**src/rtl/core_pkg.sv**
```systemverilog
// Shared definitions for the 3-stage core: next-PC select codes, branch
// comparator codes, reset PC, canonical NOP and the redirect FSM states.
package core_pkg;

    localparam logic [1:0] PC_4   = 2'b00;
    localparam logic [1:0] PC_ALU = 2'b01;
    localparam logic [1:0] PC_C   = 2'b10;
    localparam logic [1:0] PC_EPC = 2'b11;

    localparam logic [2:0] BR_IS_NONE = 3'b000;
    localparam logic [2:0] BR_IS_LTU  = 3'b001;
    localparam logic [2:0] BR_IS_LT   = 3'b010;
    localparam logic [2:0] BR_IS_EQ   = 3'b011;
    localparam logic [2:0] BR_IS_GEU  = 3'b100;
    localparam logic [2:0] BR_IS_GE   = 3'b101;
    localparam logic [2:0] BR_IS_NEQ  = 3'b110;

    localparam logic [31:0] START_PC = 32'h0000_1000;
    localparam logic [31:0] NOP      = 32'h0000_0013;

    // RUN: no stale fetches pending; DRAIN: stale responses still to be killed
    typedef enum logic {
        RUN   = 1'b0,
        DRAIN = 1'b1
    } redirect_state_t;

endpackage

```
**src/rtl/branch_redirect_ctrl_if.sv**
```systemverilog
// Fetch-port bundle between the redirect controller (master) and the
// instruction fetch unit (slave).
interface branch_redirect_ctrl_if;
    logic        fe_req_valid;
    logic [31:0] fe_req_pc;
    logic        fe_req_ready;
    logic        fe_resp_valid;
    logic        fe_resp_kill;

    modport master (
        output fe_req_valid,
        output fe_req_pc,
        output fe_resp_kill,
        input  fe_req_ready,
        input  fe_resp_valid
    );

    modport slave (
        input  fe_req_valid,
        input  fe_req_pc,
        input  fe_resp_kill,
        output fe_req_ready,
        output fe_resp_valid
    );
endinterface

```
**src/rtl/branch.sv**
```systemverilog
// Branch condition comparator: evaluates rs1 against rs2 for the selected
// branch type; a type of none never reports taken.
module branch
    import core_pkg::*;
(
    input  logic [31:0] rs1,
    input  logic [31:0] rs2,
    input  logic [2:0]  br_type,
    output logic        taken
);

    // Signed and unsigned compares selected by branch type
    always_comb begin
        taken = 1'b0;
        case (br_type)
            BR_IS_LTU: taken = (rs1 < rs2);
            BR_IS_LT:  taken = ($signed(rs1) < $signed(rs2));
            BR_IS_EQ:  taken = (rs1 == rs2);
            BR_IS_GEU: taken = (rs1 >= rs2);
            BR_IS_GE:  taken = ($signed(rs1) >= $signed(rs2));
            BR_IS_NEQ: taken = (rs1 != rs2);
            default:   taken = 1'b0;
        endcase
    end

endmodule

```
**src/rtl/branch_redirect_ctrl.sv**
```systemverilog
// Next-PC / redirect controller: owns the fetch PC, decides redirects from
// the EX stage, tracks in-flight fetches and kills stale responses.
// Optional macro BRANCH_PERF_EN builds the branch / taken perf counters;
// without it both counter ports are tied to zero.
module branch_redirect_ctrl #(
    parameter logic [31:0] START_PC        = core_pkg::START_PC,
    parameter int          MAX_OUTSTANDING = 2,
    parameter int          CNT_W           = 2
) (
    input  logic                   clk,
    input  logic                   rst_n,
    input  logic                   ex_valid,
    input  logic [31:0]            ex_pc,
    input  logic [1:0]             ex_pc_sel,
    input  logic [2:0]             ex_br_type,
    input  logic [31:0]            ex_rs1,
    input  logic [31:0]            ex_rs2,
    input  logic [31:0]            ex_alu_out,
    input  logic [31:0]            epc,
    branch_redirect_ctrl_if.master fe,
    output logic                   flush,
    output logic                   redirect,
    output logic                   br_taken,
    output logic [31:0]            perf_br_cnt,
    output logic [31:0]            perf_taken_cnt
);
    import core_pkg::*;

    localparam logic [CNT_W-1:0] MAX_CNT = CNT_W'(MAX_OUTSTANDING);

    logic [31:0]      pc_reg;
    logic [31:0]      pc_next;
    logic [31:0]      target;
    logic [CNT_W-1:0] out_cnt_reg;
    logic [CNT_W-1:0] out_cnt_next;
    logic [CNT_W-1:0] drop_cnt_reg;
    logic [CNT_W-1:0] drop_cnt_next;
    redirect_state_t  state_reg;
    redirect_state_t  state_next;
    logic             squash_reg;
    logic             cmp_taken;
    logic             ex_live;
    logic             req_fire;
    logic             resp_fire;

    branch u_branch (
        .rs1     (ex_rs1),
        .rs2     (ex_rs2),
        .br_type (ex_br_type),
        .taken   (cmp_taken)
    );

    // An EX instruction right after a redirect is younger than the redirecting one
    assign ex_live  = rst_n & ex_valid & ~squash_reg;
    assign br_taken = ex_live & cmp_taken;
    assign redirect = ex_live & ((ex_pc_sel != PC_4) | cmp_taken);
    assign flush    = redirect;

    // Redirect target; jalr-style targets drop bit 0
    always_comb begin
        target = ex_alu_out;
        case (ex_pc_sel)
            PC_ALU:  target = {ex_alu_out[31:1], 1'b0};
            PC_C:    target = ex_pc + 32'd4;
            PC_EPC:  target = epc;
            default: target = ex_alu_out;
        endcase
    end

    // A returning response frees a slot in the same cycle
    assign fe.fe_req_valid = rst_n & ((out_cnt_reg < MAX_CNT) | fe.fe_resp_valid) & ~redirect;
    assign fe.fe_req_pc    = pc_reg;
    assign req_fire        = fe.fe_req_valid & fe.fe_req_ready;
    assign resp_fire       = rst_n & fe.fe_resp_valid;
    assign fe.fe_resp_kill = resp_fire & (flush | (state_reg == DRAIN));

    // In-flight counter; a stray response with nothing outstanding cannot underflow it
    always_comb begin
        out_cnt_next = out_cnt_reg;
        if (req_fire && !resp_fire) begin
            out_cnt_next = out_cnt_reg + 1'b1;
        end else if (!req_fire && resp_fire && (out_cnt_reg != '0)) begin
            out_cnt_next = out_cnt_reg - 1'b1;
        end
    end

    // Drop counter: redirect captures every older fetch still in flight
    always_comb begin
        drop_cnt_next = drop_cnt_reg;
        if (redirect) begin
            drop_cnt_next = out_cnt_next;
        end else if (resp_fire && (drop_cnt_reg != '0)) begin
            drop_cnt_next = drop_cnt_reg - 1'b1;
        end
        state_next = (drop_cnt_next != '0) ? DRAIN : RUN;
    end

    // Fetch PC: redirect target wins, otherwise advance on an accepted request
    always_comb begin
        pc_next = pc_reg;
        if (redirect) begin
            pc_next = target;
        end else if (req_fire) begin
            pc_next = pc_reg + 32'd4;
        end
    end

    // Controller state registers
    always_ff @(posedge clk) begin
        if (!rst_n) begin
            pc_reg       <= START_PC;
            out_cnt_reg  <= '0;
            drop_cnt_reg <= '0;
            state_reg    <= RUN;
            squash_reg   <= 1'b0;
        end else begin
            pc_reg       <= pc_next;
            out_cnt_reg  <= out_cnt_next;
            drop_cnt_reg <= drop_cnt_next;
            state_reg    <= state_next;
            squash_reg   <= redirect;
        end
    end

`ifdef BRANCH_PERF_EN
    logic [31:0] perf_br_reg;
    logic [31:0] perf_taken_reg;

    // Count non-squashed conditional branches and how many were taken
    always_ff @(posedge clk) begin
        if (!rst_n) begin
            perf_br_reg    <= '0;
            perf_taken_reg <= '0;
        end else begin
            if (ex_live && (ex_br_type != BR_IS_NONE)) begin
                perf_br_reg <= perf_br_reg + 32'd1;
            end
            if (br_taken) begin
                perf_taken_reg <= perf_taken_reg + 32'd1;
            end
        end
    end

    assign perf_br_cnt    = rst_n ? perf_br_reg    : 32'd0;
    assign perf_taken_cnt = rst_n ? perf_taken_reg : 32'd0;
`else
    assign perf_br_cnt    = 32'd0;
    assign perf_taken_cnt = 32'd0;
`endif

endmodule
```
**src/flat_wrapper.sv**
```systemverilog
// flat-port wrapper written by rule: the top's interface ports become plain ports
module branch_redirect_ctrl_flat import core_pkg::*;
#(
    parameter logic [31:0] START_PC        = core_pkg::START_PC,
    parameter int          MAX_OUTSTANDING = 2,
    parameter int          CNT_W           = 2
)
  (clk, rst_n, ex_valid, ex_pc, ex_pc_sel, ex_br_type, ex_rs1, ex_rs2, ex_alu_out, epc, flush, redirect, br_taken, perf_br_cnt, perf_taken_cnt, fe_fe_req_valid, fe_fe_req_pc, fe_fe_resp_kill, fe_fe_req_ready, fe_fe_resp_valid);
  branch_redirect_ctrl_if fe_i ();
  input  logic clk;
  input  logic rst_n;
  input  logic ex_valid;
  input  logic [31:0] ex_pc;
  input  logic [1:0] ex_pc_sel;
  input  logic [2:0] ex_br_type;
  input  logic [31:0] ex_rs1;
  input  logic [31:0] ex_rs2;
  input  logic [31:0] ex_alu_out;
  input  logic [31:0] epc;
  output logic flush;
  output logic redirect;
  output logic br_taken;
  output logic [31:0] perf_br_cnt;
  output logic [31:0] perf_taken_cnt;
  output wire logic [$bits(fe_i.fe_req_valid)-1:0] fe_fe_req_valid;
  output wire logic [$bits(fe_i.fe_req_pc)-1:0] fe_fe_req_pc;
  output wire logic [$bits(fe_i.fe_resp_kill)-1:0] fe_fe_resp_kill;
  input wire logic [$bits(fe_i.fe_req_ready)-1:0] fe_fe_req_ready;
  input wire logic [$bits(fe_i.fe_resp_valid)-1:0] fe_fe_resp_valid;
  assign fe_fe_req_valid = fe_i.fe_req_valid;
  assign fe_fe_req_pc = fe_i.fe_req_pc;
  assign fe_fe_resp_kill = fe_i.fe_resp_kill;
  assign fe_i.fe_req_ready = fe_fe_req_ready;
  assign fe_i.fe_resp_valid = fe_fe_resp_valid;
  branch_redirect_ctrl #(.START_PC(START_PC), .MAX_OUTSTANDING(MAX_OUTSTANDING), .CNT_W(CNT_W)) u_core (.clk(clk), .rst_n(rst_n), .ex_valid(ex_valid), .ex_pc(ex_pc), .ex_pc_sel(ex_pc_sel), .ex_br_type(ex_br_type), .ex_rs1(ex_rs1), .ex_rs2(ex_rs2), .ex_alu_out(ex_alu_out), .epc(epc), .fe(fe_i), .flush(flush), .redirect(redirect), .br_taken(br_taken), .perf_br_cnt(perf_br_cnt), .perf_taken_cnt(perf_taken_cnt));
endmodule
```
**config.mk**
```make
export PLATFORM = sky130hd
export DESIGN_NAME = branch_redirect_ctrl_flat
export DESIGN_NICKNAME = d
export VERILOG_FILES = /design/src/rtl/core_pkg.sv /design/src/rtl/branch_redirect_ctrl_if.sv /design/src/rtl/branch.sv /design/src/rtl/branch_redirect_ctrl.sv /design/src/flat_wrapper.sv
export SDC_FILE = /design/constraint.sdc
export NUM_CORES = 1
export LEC_CHECK = 0
export BUFFER_PORTS_ARGS = -buffer_cell sky130_fd_sc_hd__buf_2
export CORE_AREA = 2 2 101 122
export DETAILED_ROUTE_END_ITERATION = 16
export DIE_AREA = 0 0 103 124
export PLACE_DENSITY = 0.73
export SKIP_CTS_REPAIR_TIMING = 1
export SLEW_MARGIN = 20
export SYNTH_ARGS = -nofsm -noshare
export SYNTH_HDL_FRONTEND = slang
export SYNTH_SLANG_ARGS = --single-unit
```
**constraint.sdc**
```tcl
create_clock -name clk -period 4.12 [get_ports clk]
set_input_delay 0.206 -clock clk [delete_from_list [all_inputs] [get_ports clk]]
set_output_delay 0.206 -clock clk [all_outputs]
set_load 0.03 [all_outputs]
```
==> results.py <==
metrics = {
    "run_status": {
        "status": "completed",
    },
    "synthesis": {
        "synth_seq_cells": 38,
        "synth_top_area_frac": 0.168,
        "yosys_warnings": 0,
        "syn_area_per_cell_um2": 7.23,
        "syn_inst": 627,
        "ys_types": 48,
        "netlist_area_um2": 4530,
        "seq_area_frac_synth": 0.168,
        "synth_area_leader_cell": "dfxtp_1",
        "ys_async_sr_fraction": 0,
        "synth_edf_count": 0,
        "synth_ff_type": "dfxtp_1",
        "netlist_top_cells_area": "dfxtp_1 (17%), buf_4 (11%), ha_1 (9.9%)",
    },
    "timing": {
        "max_freq_ghz": 0.299,
        "slew_headroom": 0.437,
        "fin_crit_ns": 3.34,
        "rsz0062_at_grt": "no",
        "fin_crit_sh": 0.811,
        "fin_skew_ns": 0.00475,
        "setup_violations": 0,
        "tns_ns": 0,
        "worstMarginPinSlew_ns": 0.845,
        "hold_viol_final": 0,
        "drv_slew": 0,
    },
    "route": {
        "wl_per_cell_um": 12.6,
        "vias": 4647,
        "viasPerCell": 4.79,
        "drt_iter0_drc": 94,
        "ant_nets": 0,
        "drcViolationCount": 0,
        "drt_first_pass_iters": 6,
        "wirelength_um": 12200,
    },
    "clock_tree": {
        "root_buffer": "clkbuf_16",
        "numClockSinks": 38,
        "insertion_delay_ns": 0.28,
        "clk_pin_slew_ns": 0.05,
        "htree_levels": 2,
        "clockBufferDepth": 2,
        "cts_buffers": 5,
        "cts_tree": "built",
    },
    "die": {
        "num_io_pins": 271,
        "start_util": 0.394,
        "dieArea_um2": 12800,
        "fp.dieH_um": 124,
        "core_um2": 11500,
        "rows": 43,
        "fp.dieW_um": 103,
    },
    "setup_path": {
        "arrival_ns": 3.14,
        "r2r-start": "u_core.fe.fe_req_pc[12]",
        "critPathLaunch": "ex_rs1[14]",
        "crit_chain": "buf_2 -> ha_1 -> a21oi_1 -> nand2_1 -> a221o_1 -> o31a_1 -> a2111oi_1 -> nand4_1 -> a21oi_4 -> buf_12 -> and3_1 -> buf_2",
        "crit_required_ns": 3.91,
        "crit_path_end_kind": "output pin",
        "cp_max_fo": 76,
        "critPathBufInv": 3,
        "cp-start-kind": "primary input",
        "cpMaxStageDelayCell": "a2111oi_1",
        "critPathTopFamily": "compound AO/OA/AOI/OAI gates",
        "path_class": "primary input to output pin",
        "path_common_cell": "buf_2",
        "cpPeakStageDelay_ns": 0.42,
    },
    "finish": {
        "drive_gt1_frac": 0.277,
        "multi_input_area_um2": 3220,
        "seqCellArea_um2": 761,
        "syn2layout_area_growth_pct": 23.5,
        "fill_cells": 1207,
        "nets": 1019,
        "largest_reg_flops": 32,
        "antenna_cells": 0,
    },
    "global_route": {
        "antenna_found_initial": 0,
        "grt_pass1_wl_um": 18400,
        "grt_remaining_overflow": 0,
        "grt_max_degree": 77,
        "grt_pass1_vias": 4209,
        "track_usage": 0.181,
    },
    "placement": {
        "portBuffers": 206,
        "gp_congestion": 0.870,
        "dp_hpwl_um": 10300,
    },
    "flow_run": {
        "cap_viol_max_count": 0,
    },
    "power_and_ir_drop": {
        "report.power.total_w": 0.00148,
        "leakagePower_nw": 2.74,
        "p_per_area_nw_per_um2": 265,
        "vdd_ir_drop_max_v": 0.000149,
    },
    "worst_hold_path": {
        "hold_start": "rst_n",
        "hold_class": "primary input to flip-flop",
    },
}
==> power by group <==
| group | internal (W) | switching [W] |
|---|---|---|
| sequential | 0.000411 | 0.0000470 |
| combinational | 0.000215 | 0.000369 |
| clock | 0.000298 | 0.000141 |
| total | 0.000925 | 0.000557 |
==> kinds of logic (layout without fill, tap and decap cells) <==
family | count (synthesis) | count (layout) | synth area share
compound gates | 129 | 129 | 0.189
other cells | 1 | 64 | 0.000827
buf+inv | 142 | 265 | 0.175
flops | 38 | 38 | 0.168
simple gates | 214 | 214 | 0.235
fa+ha+maj | 36 | 36 | 0.0994
xor+xnor | 58 | 58 | 0.112
mux | 9 | 9 | 0.0207
==> layer usage <==
layer | GRT usage | part of all wire
met2 | 0.345 | 0.49
met1 | 0.199 | 0.41
met3 | 0.0281 | 0.071
met5 | 0 | 0
met4 | 0.0666 | 0.026
==> Yosys cell counts (all sizes together) (6+ instances only) <==
master  number
buf         74
nand2       56
a211oi      53
inv         49
nor2        40
dfxtp       38
ha          36
o21ai       33
xor2        31
nand3       27
nor2b       27
xnor2       27
nand4       24
a21oi       21
clkbuf      19
and3        15
nor3         7
mux2i        6
==> per-stage QoR <==
step | hold slack [ns] | std cells | utilization | area, µm² | setup WS, ns
2_1_floorplan | 0.268 | 690 | - | 4770 | 0.988
4_1_cts | 0.174 | 970 | 0.486 | 5600 | 0.773
3_3_place_gp | 0.445 | 963 | 0.471 | 5430 | 0.840
3_5_place_dp | 0.450 | 963 | 0.471 | 5430 | 0.780
6_report | 0.173 | 970 | 0.486 | 5600 | 0.777
5_1_grt | 0.185 | 970 | 0.486 | 5600 | 0.561
==> cell usage in the layout, fill, tap and decap left out, types with 4 or more instances in the layout <==
master	instances
clkbuf_16	5
dfxtp_1	38
and3_1	15
nor2_1	40
o21ai_0	31
mux2i_1	6
xor2_1	31
nand3_1	27
a211oi_1	53
ha_1	36
nand4_1	24
buf_2	206
and2_1	4
nor3_1	7
a21oi_1	20
inv_1	47
xnor2_1	27
conb_1	64
nand2_1	56
nor2b_1	27
==> layout make-up <==
cell class / instances / area share
Multi-Input combinational cell: 510 / 0.575
Timing Repair Buffer: 209 / 0.190
Sequential cell: 38 / 0.136
Tap cell: 157 / 0.0351
Inverter: 49 / 0.0329
Clock buffer: 6 / 0.0248
Clock inverter: 1 / 0.00537
==> final timing paths <==
path / end / slack, ns / depth (start not counted)
max reg2reg: u_core.fe.fe_req_pc[27] / 1.80 / 8
max: fe_fe_req_valid / 0.78 / 12
min reg2reg: u_core.fe.fe_req_pc[1] / 0.46 / 2
min: u_core.fe.fe_req_pc[12] / 0.17 / 2
(Power assumes the default switching activity.)
